### config.mk
export PLATFORM = sky130hd
export DESIGN_NAME = unidad_control_multiciclo
export DESIGN_NICKNAME = d
export VERILOG_FILES = /design/src/rtl/control_pkg.sv /design/src/rtl/contador_espera.sv /design/src/rtl/unidad_control_multiciclo.sv
export SDC_FILE = /design/constraint.sdc
export NUM_CORES = 1
export LEC_CHECK = 0
export CAP_MARGIN = 20
export CORE_ASPECT_RATIO = 0.7
export CORE_MARGIN = 1.5
export CORE_UTILIZATION = 51
export DETAILED_ROUTE_END_ITERATION = 7
export PLACE_DENSITY = 0.89
export SETUP_SLACK_MARGIN = 0.5
export SYNTH_ARGS = -nofsm -noshare
export SYNTH_HDL_FRONTEND = slang
export SYNTH_HIERARCHICAL = 1
export SYNTH_SLANG_ARGS = --single-unit
### constraint.sdc
create_clock -name CLK -period 4.46 [get_ports CLK]
set_input_delay 0.446 -clock CLK [delete_from_list [all_inputs] [get_ports CLK]]
set_output_delay 0.446 -clock CLK [all_outputs]
set_load 0.03 [all_outputs]
### src/rtl/control_pkg.sv
// Shared types and constants for the multicycle RV32I main control FSM:
// state encoding, opcodes, ALUOp classes and datapath mux selects.
package control_pkg;

  typedef enum logic [3:0] {
    RST, FETCH, DECODE, EXEC_R, EXEC_I, EXEC_LS, EXEC_B, EXEC_U,
    MEM_LW, MEM_SW, WB_ALU, WB_MEM, ERROR
  } estado_t;

  localparam logic [6:0] OP_R      = 7'b0110011;
  localparam logic [6:0] OP_I      = 7'b0010011;
  localparam logic [6:0] OP_LOAD   = 7'b0000011;
  localparam logic [6:0] OP_STORE  = 7'b0100011;
  localparam logic [6:0] OP_BRANCH = 7'b1100011;
  localparam logic [6:0] OP_LUI    = 7'b0110111;
  localparam logic [6:0] OP_AUIPC  = 7'b0010111;

  localparam logic [3:0] ALUOP_R      = 4'b0110;
  localparam logic [3:0] ALUOP_I      = 4'b0010;
  localparam logic [3:0] ALUOP_LOAD   = 4'b0000;
  localparam logic [3:0] ALUOP_STORE  = 4'b0100;
  localparam logic [3:0] ALUOP_BRANCH = 4'b1100;
  localparam logic [3:0] ALUOP_LUI    = 4'b0111;
  localparam logic [3:0] ALUOP_AUIPC  = 4'b0011;

  localparam logic [1:0] SRC_A_PC   = 2'b00;
  localparam logic [1:0] SRC_A_RS1  = 2'b01;
  localparam logic [1:0] SRC_A_ZERO = 2'b10;
  localparam logic [1:0] SRC_B_RS2  = 2'b00;
  localparam logic [1:0] SRC_B_FOUR = 2'b01;
  localparam logic [1:0] SRC_B_IMM  = 2'b10;

  localparam logic PC_SRC_ALU    = 1'b0;
  localparam logic PC_SRC_ALUOUT = 1'b1;
  localparam logic IORD_PC       = 1'b0;
  localparam logic IORD_ALUOUT   = 1'b1;
  localparam logic RES_ALUOUT    = 1'b0;
  localparam logic RES_MEM       = 1'b1;

  // States that own the memory port and may wait on mem_ready.
  function automatic logic is_mem_state(input estado_t s);
    return (s == FETCH) || (s == MEM_LW) || (s == MEM_SW);
  endfunction

endpackage

### src/rtl/contador_espera.sv
// Memory wait-state timeout counter: counts consecutive stalled cycles and
// flags the stall that would exceed STALL_MAX.
module contador_espera #(
  parameter int STALL_MAX = 15
) (
  input  logic clk_i,
  input  logic rst_n_i,
  input  logic clear_i,
  input  logic enable_i,
  output logic expired_o
);
  localparam int W = $clog2(STALL_MAX + 1);

  logic [W-1:0] count_q, count_d;

  always_ff @(posedge clk_i) begin
    if (!rst_n_i) count_q <= '0;
    else          count_q <= count_d;
  end

  always_comb begin
    count_d = count_q;
    if (clear_i)       count_d = '0;
    else if (enable_i) count_d = count_q + W'(1);
  end

  // Fires on the stalled cycle that brings the count up to STALL_MAX.
  assign expired_o = enable_i && !clear_i && (count_q == W'(STALL_MAX - 1));

endmodule

### src/rtl/unidad_control_multiciclo.sv
// Multicycle main control FSM for the RV32I core: sequences fetch, decode,
// execute, memory and write-back, and drives every datapath strobe and select.
module unidad_control_multiciclo
  import control_pkg::*;
#(
  parameter int STALL_MAX = 15
) (
  input  logic       CLK,
  input  logic       RESET_N,
  input  logic [6:0] opcode,
  input  logic       cond_ok,
  input  logic       mem_ready,
  output logic [3:0] ALUOp,
  output logic       pc_write,
  output logic       pc_src,
  output logic       ir_write,
  output logic       mem_read,
  output logic       mem_write,
  output logic       iord,
  output logic       reg_write,
  output logic [1:0] alu_src_a,
  output logic [1:0] alu_src_b,
  output logic       result_src,
  output logic       error
);

  estado_t    state_q, state_d;
  logic [6:0] op_q, op_d;
  logic       in_mem;
  logic       timeout;

  assign in_mem = is_mem_state(state_q);

  contador_espera #(.STALL_MAX(STALL_MAX)) u_contador (
    .clk_i     (CLK),
    .rst_n_i   (RESET_N),
    .clear_i   (!in_mem || mem_ready),
    .enable_i  (in_mem && !mem_ready),
    .expired_o (timeout)
  );

  always_ff @(posedge CLK) begin
    if (!RESET_N) begin
      state_q <= RST;
      op_q    <= '0;
    end else begin
      state_q <= state_d;
      op_q    <= op_d;
    end
  end

  always_comb begin
    state_d    = state_q;
    op_d       = op_q;
    ALUOp      = 4'b0000;
    pc_write   = 1'b0;
    pc_src     = PC_SRC_ALU;
    ir_write   = 1'b0;
    mem_read   = 1'b0;
    mem_write  = 1'b0;
    iord       = IORD_PC;
    reg_write  = 1'b0;
    alu_src_a  = SRC_A_PC;
    alu_src_b  = SRC_B_RS2;
    result_src = RES_ALUOUT;
    error      = 1'b0;

    case (state_q)
      RST: state_d = FETCH;

      FETCH: begin
        mem_read  = 1'b1;
        alu_src_b = SRC_B_FOUR;
        if (mem_ready) begin
          ir_write = 1'b1;
          pc_write = 1'b1;
          state_d  = DECODE;
        end else if (timeout) begin
          state_d = ERROR;
        end
      end

      DECODE: begin
        op_d      = opcode;
        alu_src_b = SRC_B_IMM;
        case (opcode)
          OP_R:                state_d = EXEC_R;
          OP_I:                state_d = EXEC_I;
          OP_LOAD, OP_STORE:   state_d = EXEC_LS;
          OP_BRANCH:           state_d = EXEC_B;
          OP_LUI, OP_AUIPC:    state_d = EXEC_U;
          default:             state_d = ERROR;
        endcase
      end

      EXEC_R: begin
        alu_src_a = SRC_A_RS1;
        ALUOp     = ALUOP_R;
        state_d   = WB_ALU;
      end

      EXEC_I: begin
        alu_src_a = SRC_A_RS1;
        alu_src_b = SRC_B_IMM;
        ALUOp     = ALUOP_I;
        state_d   = WB_ALU;
      end

      EXEC_LS: begin
        alu_src_a = SRC_A_RS1;
        alu_src_b = SRC_B_IMM;
        if (op_q == OP_STORE) begin
          ALUOp   = ALUOP_STORE;
          state_d = MEM_SW;
        end else begin
          ALUOp   = ALUOP_LOAD;
          state_d = MEM_LW;
        end
      end

      EXEC_B: begin
        alu_src_a = SRC_A_RS1;
        ALUOp     = ALUOP_BRANCH;
        pc_src    = PC_SRC_ALUOUT;
        pc_write  = cond_ok;
        state_d   = FETCH;
      end

      EXEC_U: begin
        alu_src_b = SRC_B_IMM;
        if (op_q == OP_LUI) begin
          alu_src_a = SRC_A_ZERO;
          ALUOp     = ALUOP_LUI;
        end else begin
          alu_src_a = SRC_A_PC;
          ALUOp     = ALUOP_AUIPC;
        end
        state_d = WB_ALU;
      end

      MEM_LW: begin
        mem_read = 1'b1;
        iord     = IORD_ALUOUT;
        if (mem_ready)    state_d = WB_MEM;
        else if (timeout) state_d = ERROR;
      end

      MEM_SW: begin
        mem_write = 1'b1;
        iord      = IORD_ALUOUT;
        if (mem_ready)    state_d = FETCH;
        else if (timeout) state_d = ERROR;
      end

      WB_ALU: begin
        reg_write  = 1'b1;
        result_src = RES_ALUOUT;
        state_d    = FETCH;
      end

      WB_MEM: begin
        reg_write  = 1'b1;
        result_src = RES_MEM;
        state_d    = FETCH;
      end

      ERROR: error = 1'b1;

      default: state_d = ERROR;
    endcase
  end

endmodule
After elaboration in Yosys (flattened, before gate mapping)

Cells that the tools add are included.

Register bits: 15
Bits of input ports: 11
Output and inout bits: 17
Word-level logic and storage cells: 70

Add/sub/neg operators: 1
Equal/unequal tests: 22
Muxes and demuxes: 23
Bitwise logic cells: 1
Reductions and logical operators: 20

Operator list:

| operator            | number |
|---|---|
| $pmux 4 s5          | 2 |
| $eq 7x6->1 const B  | 5 |
| $pmux 4 s8          | 1 |
| $eq 4x4->1 const B  | 6 |
| $eq 4x3->1 const B  | 4 |
| $mux 4              | 4 |
| $eq 7x5->1 const B  | 2 |
| $reduce_or 2->1     | 6 |
| $reduce_or 4->1     | 3 |
| $mux 1              | 10 |
| $eq 4x2->1 const B  | 2 |
| $pmux 2 s2          | 2 |
| $eq 7x2->1 const B  | 1 |
| $eq 7x7->1 const B  | 1 |
| $mux 3              | 2 |
| $add 4x1->4 const B | 1 |
| $eq 4x1->1 const B  | 1 |
| $logic_not 4->1     | 1 |
| $logic_and 1x1->1   | 3 |
| $logic_not 1->1     | 3 |
| $logic_or 1x1->1    | 3 |
| $reduce_or 3->1     | 1 |
| $mux 2              | 1 |
| $pmux 1 s2          | 1 |
| $not 1->1           | 1 |

Longest topological paths before layout

Gate-level depths: netlist (run 1).

Depth after elaboration: 11
Depth in mapped cells: 10
Mapped depth without buffers: 8

Cells and area by module

The synthesis (run 1) kept the hierarchy.

Modules (own cells, without submodules):

| module                    | instances | cells an instance | area an instance (um2) | seq. area each (um2) |
|---|---|---|---|---|
| unidad_control_multiciclo | 1         | 115               | 854.6                  | 220.2 |
| contador_espera           | 1         | 22                | 209.0                  | 80.1 |

Worst setup path before layout (run 1)

No wires, ideal clock.

Kind: register -> output
From: register state_q[2]
To: output ALUOp[2]
Arrival time: 1.573 ns
Data required time: 4.014 ns
Slack: 2.441 ns
Cell stages (with the launch flop): 6
Buffers on the path: 1
Cells stage by stage: dfxtp_1 > buf_4 > nand2_2 > nor3_2 > a31oi_1 > o21ai_1

Word-level cells in the longest chain between the ends: 2
Elaborated cells between the ends (all ways): 6
Classes of those cells: 5 x eq/ne; 1 x mux

Ends and longest elaborated chain:

| item                                     | RTL line                        | RTL |
|---|---|---|
| start: declaration                       | unidad_control_multiciclo.sv:27 | `estado_t state_q, state_d;` |
| start signal: assignment                 | unidad_control_multiciclo.sv:47 | `state_q <= state_d;` |
| $eq 4x3->1 or $eq 4x2->1 (tied branches) | unidad_control_multiciclo.sv:68 | `case (state_q)` |
| $pmux 4 s5 *                             | unidad_control_multiciclo.sv:68 |  |
| end: declaration                         | unidad_control_multiciclo.sv:13 | `output logic [3:0] ALUOp,` |

Every way passes the cells marked *; elsewhere a longest branch is shown, timed or not.

Worst setup path in the final report (run 1)

Ends and elaborated chain as after synthesis.

==> flow_summary_export.csv, run 1 <==
group,metric,value,unit
run_status,status,"finished clean",
clocking,cts_tree,"yes",
setup_path,crit_chain,"nand4b_4 > nor4b_4 > a31oi_1 > o21ai_1 > clkdlybuf4s50_1",
route,wl_per_cell,13.75,microns
placement,dp_slack,1919,ps
timing,whs,475.8,ps
route,drc,0,
floorplan,die-area,2373,sq um
layout,nets,176,
logic_synthesis,synth.distinct_cells,48,
clocking,numCtsBuffers,3,
floorplan,rows,13,
timing,max_freq,353.7,MHz
clocking,cts_resized,0,
setup_path,slowest_delay,710,ps
clocking,insertion_delay,280,ps
setup_path,critPathMaxFanout,16,
logic_synthesis,synth.area.mux_share,0.9412,%
timing,rsz0062_at_grt,"no",
clocking,root_buffer,"clkbuf_4",
logic_synthesis,synth_common_cells,"nand2_1, dfxtp_1, nor2_1",
route,vias,1100,
grt,grt_pass1_vias,832,
logic_synthesis,synth_fa_ha_area_share,2.353,%
route,vias_per_cell,5.978,
floorplan,start_util,55.88,%
floorplan,fp.dieW,57.58,microns
logic_synthesis,yosysWarnings,6,
grt,grt_start_max_net_pins,21,
placement,gp_congestion,0.7878,
power,vdd_ir_drop_max,408.1,uV
logic_synthesis,synthCells,137,
setup_path,startpoint_type,"register",
timing,slew_headroom,56.02,%
clocking,cts.sinks,15,
grt,grt_pass1_wl,3753,microns
layout,instances_no_fill,184,
timing,period_needed,2827,ps
setup_path,slowest_stage,"dfxtp_1",
setup_path,worstSetupPathType,"reg2out",
clocking,cts_setup_buffers,0,
logic_synthesis,syn_area,1064,sq um
flow_run,maxCapViolCount,0,
clocking,clk_pin_slew,100,ps
setup_path,required,4010,ps
timing,finalWorstSetupSlack,1633,ps
grt,grt_overflow,0,
logic_synthesis,synth_most_common_cell,"nand2_1",
clocking,clockBufferDepth,2,
timing,worstMarginPinSlew,658.8,ps
floorplan,io_pins,28,
logic_synthesis,yosysTopAreaCell,"dfxtp_1",
layout,n_antenna_cell,0,
clocking,cts_hold_buf,0,
placement,dp_cells,180,
power,total_leakage_power,0.5162,nW
timing,fin_crit_sh,63.39,%
layout,syn2layout_area_growth,27.65,%
setup_path,path_delay_family,"flip-flops",
logic_synthesis,yosysTopAreaCellShare,28.24,%
logic_synthesis,synth-compound-area-share,20.94,%
floorplan,die_h,41.21,microns
logic_synthesis,ys_seq_area_share,28.24,%
setup_path,crit_arrival,2380,ps
logic_synthesis,synth_edf_count,0,
clocking,htreeDepth,1,
logic_synthesis,syn_avg_cell_area,7.763,sq um
timing,final_hold_viol_count,0,
route,drt_pass1_iterations,4,
setup_path,worstSetupEndpointType,"output pin",
logic_synthesis,ys_top_cells_by_area,"dfxtp_1, nand2_1, a21oi_1",
route,drt_iter0_drc,46,
timing,setup_viol,0,
placement,portBuffers,27,
logic_synthesis,synth_xor_area_share,1.647,%
timing,final_max_slew_viol_count,0,
hold_path,hold_class,"reg2reg",
layout,nFillCells,162,
logic_synthesis,synthesis.nets,150,
route,postRouteAntennaNets,0,
logic_synthesis,synth_seq_cells,15,
floorplan,design.core.area,1903,sq um
timing,skew,8.160,ps
route,routed_wl,2530,microns
logic_synthesis,ys.flop_type,"dfxtp_1",
grt,gr-usage-all-layers,21.10,%
timing,setup-tns-final,0,ps
setup_path,path_buf_inv,1,
logic_synthesis,synth_top_family_by_area,"simple AND/OR/NAND/NOR gates",
power,powerDensity,505.0,nW/um^2
placement,post-dp-hpwl,1931,microns
grt,antenna_found_initial,0,
logic_synthesis,synth-simple-area-share,40.12,%
layout,drive_above_1_share,9.877,%
logic_synthesis,async_flop_share,0,%
-- where the power goes --
group / switching (mW) / internal (mW) / total, mW
sequential: 0.0697 / 0.159 / 0.228
combinational: 0.215 / 0.162 / 0.377
clock: 0.0466 / 0.0332 / 0.0799
total: 0.332 / 0.354 / 0.686
-- area by class of cell --
cell class	instances	area, sq um	share of cell area (%)
clock buffers	3	22.52	1.659
clock inverters	1	5.005	0.3687
inverters	6	22.52	1.659
multi-input cells	109	701.9	51.71
flip-flops and latches	15	300.3	22.12
well taps	22	27.53	2.028
repair buffers	28	277.8	20.46
-- worst min-delay path: cells and delay by family, from the launching register on --
kind             cells  cell delay [ps]
AO/OA/AOI/OAI        1               60
AND/OR/NAND/NOR      1               50
flip-flops           1              330
-- final timing paths --
check | end | slack, ps | from | cells after the start
setup / recovery | ALUOp[2] | 1630 | state_q[2]$_SDFFE_PN0N_ | 5
hold / removal | op_q[1]$_SDFFE_PN0P_ | 480 | op_q[1]$_SDFFE_PN0P_ | 2
setup reg to reg | state_q[0]$_SDFFE_PN0N_ | 2020 | state_q[2]$_SDFFE_PN0N_ | 8
hold reg to reg | op_q[1]$_SDFFE_PN0P_ | 480 | op_q[1]$_SDFFE_PN0P_ | 2
-- flip-flops by register name, summed over array words and instances (netlist names) --
register and flops:
u_contador/count_q 4, state_q 4, op_q 7
-- kinds of logic after synthesis --
group | Yosys count
compound gates | 35
xor+xnor | 2
fa+ha+maj | 2
buf+inv | 13
flops | 15
mux | 1
simple gates | 69
-- per-layer routing --
layer | part of all wire, % | wire (microns) | vias to the layer above | track usage (%)
li1 | - | - | 539 | -
met1 | 47 | 1181 | 509 | 27.09
met2 | 46 | 1157 | 48 | 38.07
met3 | 6.8 | 171 | 4 | 3.470
met4 | 0.79 | 20 | 0 | 5.233
met5 | 0 | 0 | - | 0
-- stage by stage --
stage          area [sq um]  power, mW  util, %
3_3_place_gp           1330     0.5919    69.89
6_report               1358     0.6856    71.33
2_1_floorplan          1064     0.4887        -
3_5_place_dp           1330     0.6048    69.89
4_1_cts                1358     0.6838    71.33
5_1_grt                1358     0.7254    71.33
-- layout by cell type (no fill, tap or decap), types with 2 or more instances in the layout --
master / netlist / layout
nand3b_1: 2 / 2
a31oi_1: 3 / 3
nand4_1: 2 / 2
ha_1: 2 / 2
nand2b_1: 6 / 6
nand2_1: 19 / 19
o22ai_1: 2 / 2
clkdlybuf4s50_1: 0 / 27
nor2b_1: 4 / 4
inv_1: 4 / 4
or4b_1: 2 / 2
a211oi_1: 2 / 2
nor3_2: 2 / 2
or3b_1: 2 / 2
nor2_1: 15 / 15
o21ai_0: 6 / 6
clkbuf_4: 0 / 3
dfxtp_1: 15 / 15
and3b_1: 2 / 2
a21oi_1: 13 / 13
No activity file was read; power rests on OpenSTA's default activity.
==> run 2, diff against run 1 <==
- CORE_UTILIZATION: 51 -> 48
- PLACE_DENSITY: 0.89 -> 0.85
- clock period: 4.46 -> 2.8 ns (I/O delays scaled with it)
==> run 2 against run 1 <==
  * Combinational power up 68%
  * Register-to-register slack got worse by 1300 ps
  * First-iteration DRC count up 96%
  * Critical endpoint is now ALUOp[1]
  * Critical path depth down 1
  * Hold slack improved by 0.67 ps
  * Sequential power rose by 51%
  * Clock power is 63% higher
  * Final cell count rose by 6.5%
  * Wire length is 4.9% higher
==> flow_summary_export.csv, run 2 (synthesized netlist as in run 1, its figures left out) <==
group,metric,value,unit
setup_path,required,2520,ps
setup_path,crit_chain,"nor2b_1 > nand2b_1 > a21oi_1 > clkdlybuf4s50_1",
setup_path,worstSetupPathType,"reg2out",
layout,nets,178,
clocking,clk_pin_slew,90,ps
power,p_switching,0.5300,mW
floorplan,design.core.area,2120,sq um
clocking,insertion_delay,290,ps
timing,final_hold_viol_count,0,
timing,rsz0062_at_grt,"yes",
grt,grt_start_max_net_pins,18,
flow_run,maxCapViolCount,0,
floorplan,die_h,42.38,microns
route,drt_pass1_iterations,4,
timing,final_max_slew_viol_count,0,
route,routed_wl,2655,microns
layout,regMostFlops,"op_q",
route,vias,1106,
power,seqPwrFrac,31.2,%
clocking,cts.sinks,15,
floorplan,start_util,50.18,%
grt,grt_pass1_vias,880,
layout,layout.cells.most_common_list,"clkdlybuf4s50_1, nand2_1, nor2_1, a21oi_1, dfxtp_1",
layout,syn2layout_area_growth,30.82,%
layout,largest_reg_flops,7,
layout,reg_top3,"op_q x7, state_q x4, u_contador/count_q x4",
setup_path,slowest_stage,"clkdlybuf4s50_1",
timing,period_needed,2211,ps
grt,antenna_found_initial,0,
setup_path,slowest_delay,680,ps
power,pwr-share-comb,57.1,%
timing,worstMarginPinSlew,318.4,ps
power,p_int,0.5767,mW
layout,final_common_cell,"clkdlybuf4s50_1",
setup_path,r2r_end,"state_q[0]$_SDFFE_PN0N_",
clocking,root_buffer,"clkbuf_4",
grt,grt_pass1_wl,4077,microns
setup_path,timing.rr.start,"state_q[1]$_SDFFE_PN0N_",
hold_path,hold-path-cell-count,2,
hold_path,hold_class,"reg2reg",
setup_path,startpoint_type,"register",
route,vias_per_cell,5.643,
clocking,clockBufferDepth,2,
clocking,htreeDepth,1,
setup_path,critPathMaxFanout,16,
grt,gr-usage-all-layers,21.13,%
timing,fin_crit_sh,78.96,%
power,vdd_ir_drop_max,383.4,uV
floorplan,rows,14,
setup_path,reg2reg_setup_slack,730,ps
power,total_leakage_power,0.5735,nW
clocking,cts_tree,"yes",
route,wl_per_cell,13.55,microns
layout,post-route-cell-area,1391,sq um
timing,max_freq,452.3,MHz
power,powerDensity,795.4,nW/um^2
power,clkPwrFrac,11.7,%
layout,n_antenna_cell,0,
setup_path,worstSetupEndpointType,"output pin",
setup_path,reg2reg_depth,8,
timing,setup-tns-final,0,ps
route,drt_iter0_drc,90,
hold_path,hp-start,"op_q[1]$_SDFFE_PN0P_",
route,postRouteAntennaNets,0,
placement,gp_congestion,0.7970,
run_status,status,"finished clean",
placement,portBuffers,27,
timing,slew_headroom,78.74,%
clocking,cts_hold_buf,0,
floorplan,io_pins,28,
hold_path,min_to,"op_q[1]$_SDFFE_PN0P_",
layout,drive_above_1_share,12.20,%
route,drc,0,
power,swShare,47.89,%
clocking,numCtsBuffers,3,
floorplan,die-area,2511,sq um
placement,post-dp-hpwl,1987,microns
floorplan,fp.dieW,59.26,microns
placement,dpl_cell_area,1358,sq um
setup_path,crit_arrival,1930,ps
timing,skew,2.180,ps
grt,grt_overflow,0,
timing,setup_viol,0,
run 2: stage by stage:
stage | hold WS, ps | std cells | power [mW] | util [%] | setup slack [ps]
after floorplan | 411.2 | 137 | 0.7785 | - | 946.7
after global placement | 452.4 | 192 | 0.9625 | 64.05 | 556.2
after detailed placement | 463.2 | 192 | 0.9756 | 64.05 | 462.4
after CTS | 475.1 | 196 | 1.101 | 65.29 | 522.3
after global routing | 500.4 | 196 | 1.170 | 65.64 | 483.2
final | 476.4 | 196 | 1.107 | 65.64 | 589.2
run 2: how the worst max path moves through the flow:
stage | start | to | slack, ps | depth (start not counted)
after floorplan | state_q[2]$_SDFFE_PN0N_ | ALUOp[2] | 950 | 5
after global placement | state_q[2]$_SDFFE_PN0N_ | ALUOp[2] | 560 | 5
after detailed placement | state_q[2]$_SDFFE_PN0N_ | ALUOp[2] | 460 | 5
after CTS | state_q[2]$_SDFFE_PN0N_ | ALUOp[1] | 520 | 4
after global routing | state_q[2]$_SDFFE_PN0N_ | ALUOp[1] | 480 | 4
final | state_q[2]$_SDFFE_PN0N_ | ALUOp[1] | 590 | 4
run 2: power by group through the flow:
stage / sequential [mW] / clock [mW] / combinational (mW)
global placement: 0.340 / 0 / 0.623
global route: 0.353 / 0.136 / 0.681
CTS: 0.342 / 0.129 / 0.630
floorplan: 0.293 / 0 / 0.486
detailed placement: 0.343 / 0 / 0.632
finish: 0.345 / 0.130 / 0.632
run 2: timing repair:
item,in CTS,in global routing
setup buffers,0,0
cloned,0,0
resized for setup,6,3
endpoints found under the setup margin,8,4
run 2: area by class of cell:
cell class                 instances  area, sq um
inverter                           6        22.52
tap                               32        40.04
clock buffer                       4        26.28
fill                             172        728.2
timing repair buffer              30        294.0
multi-input combinational        109        701.9
sequential                        15        306.5
run 2: worst max-delay path: cells and delay by family (launching register included):
| kind | cells | cell delay (ps) |
|---|---|---|
| flip-flops | 1 | 460 |
| buffers and inverters | 1 | 680 |
| AO/OA/AOI/OAI | 1 | 150 |
| AND/OR/NAND/NOR | 2 | 350 |
run 2: layer usage:
layer  up-vias  GRT usage [%]  share of wire (%)
met4         0          5.455                1.1
met3         5          3.086                6.5
met5         -              0                  0
met1       510          31.67                 47
li1        541              -                  -
met2        50          31.43                 45
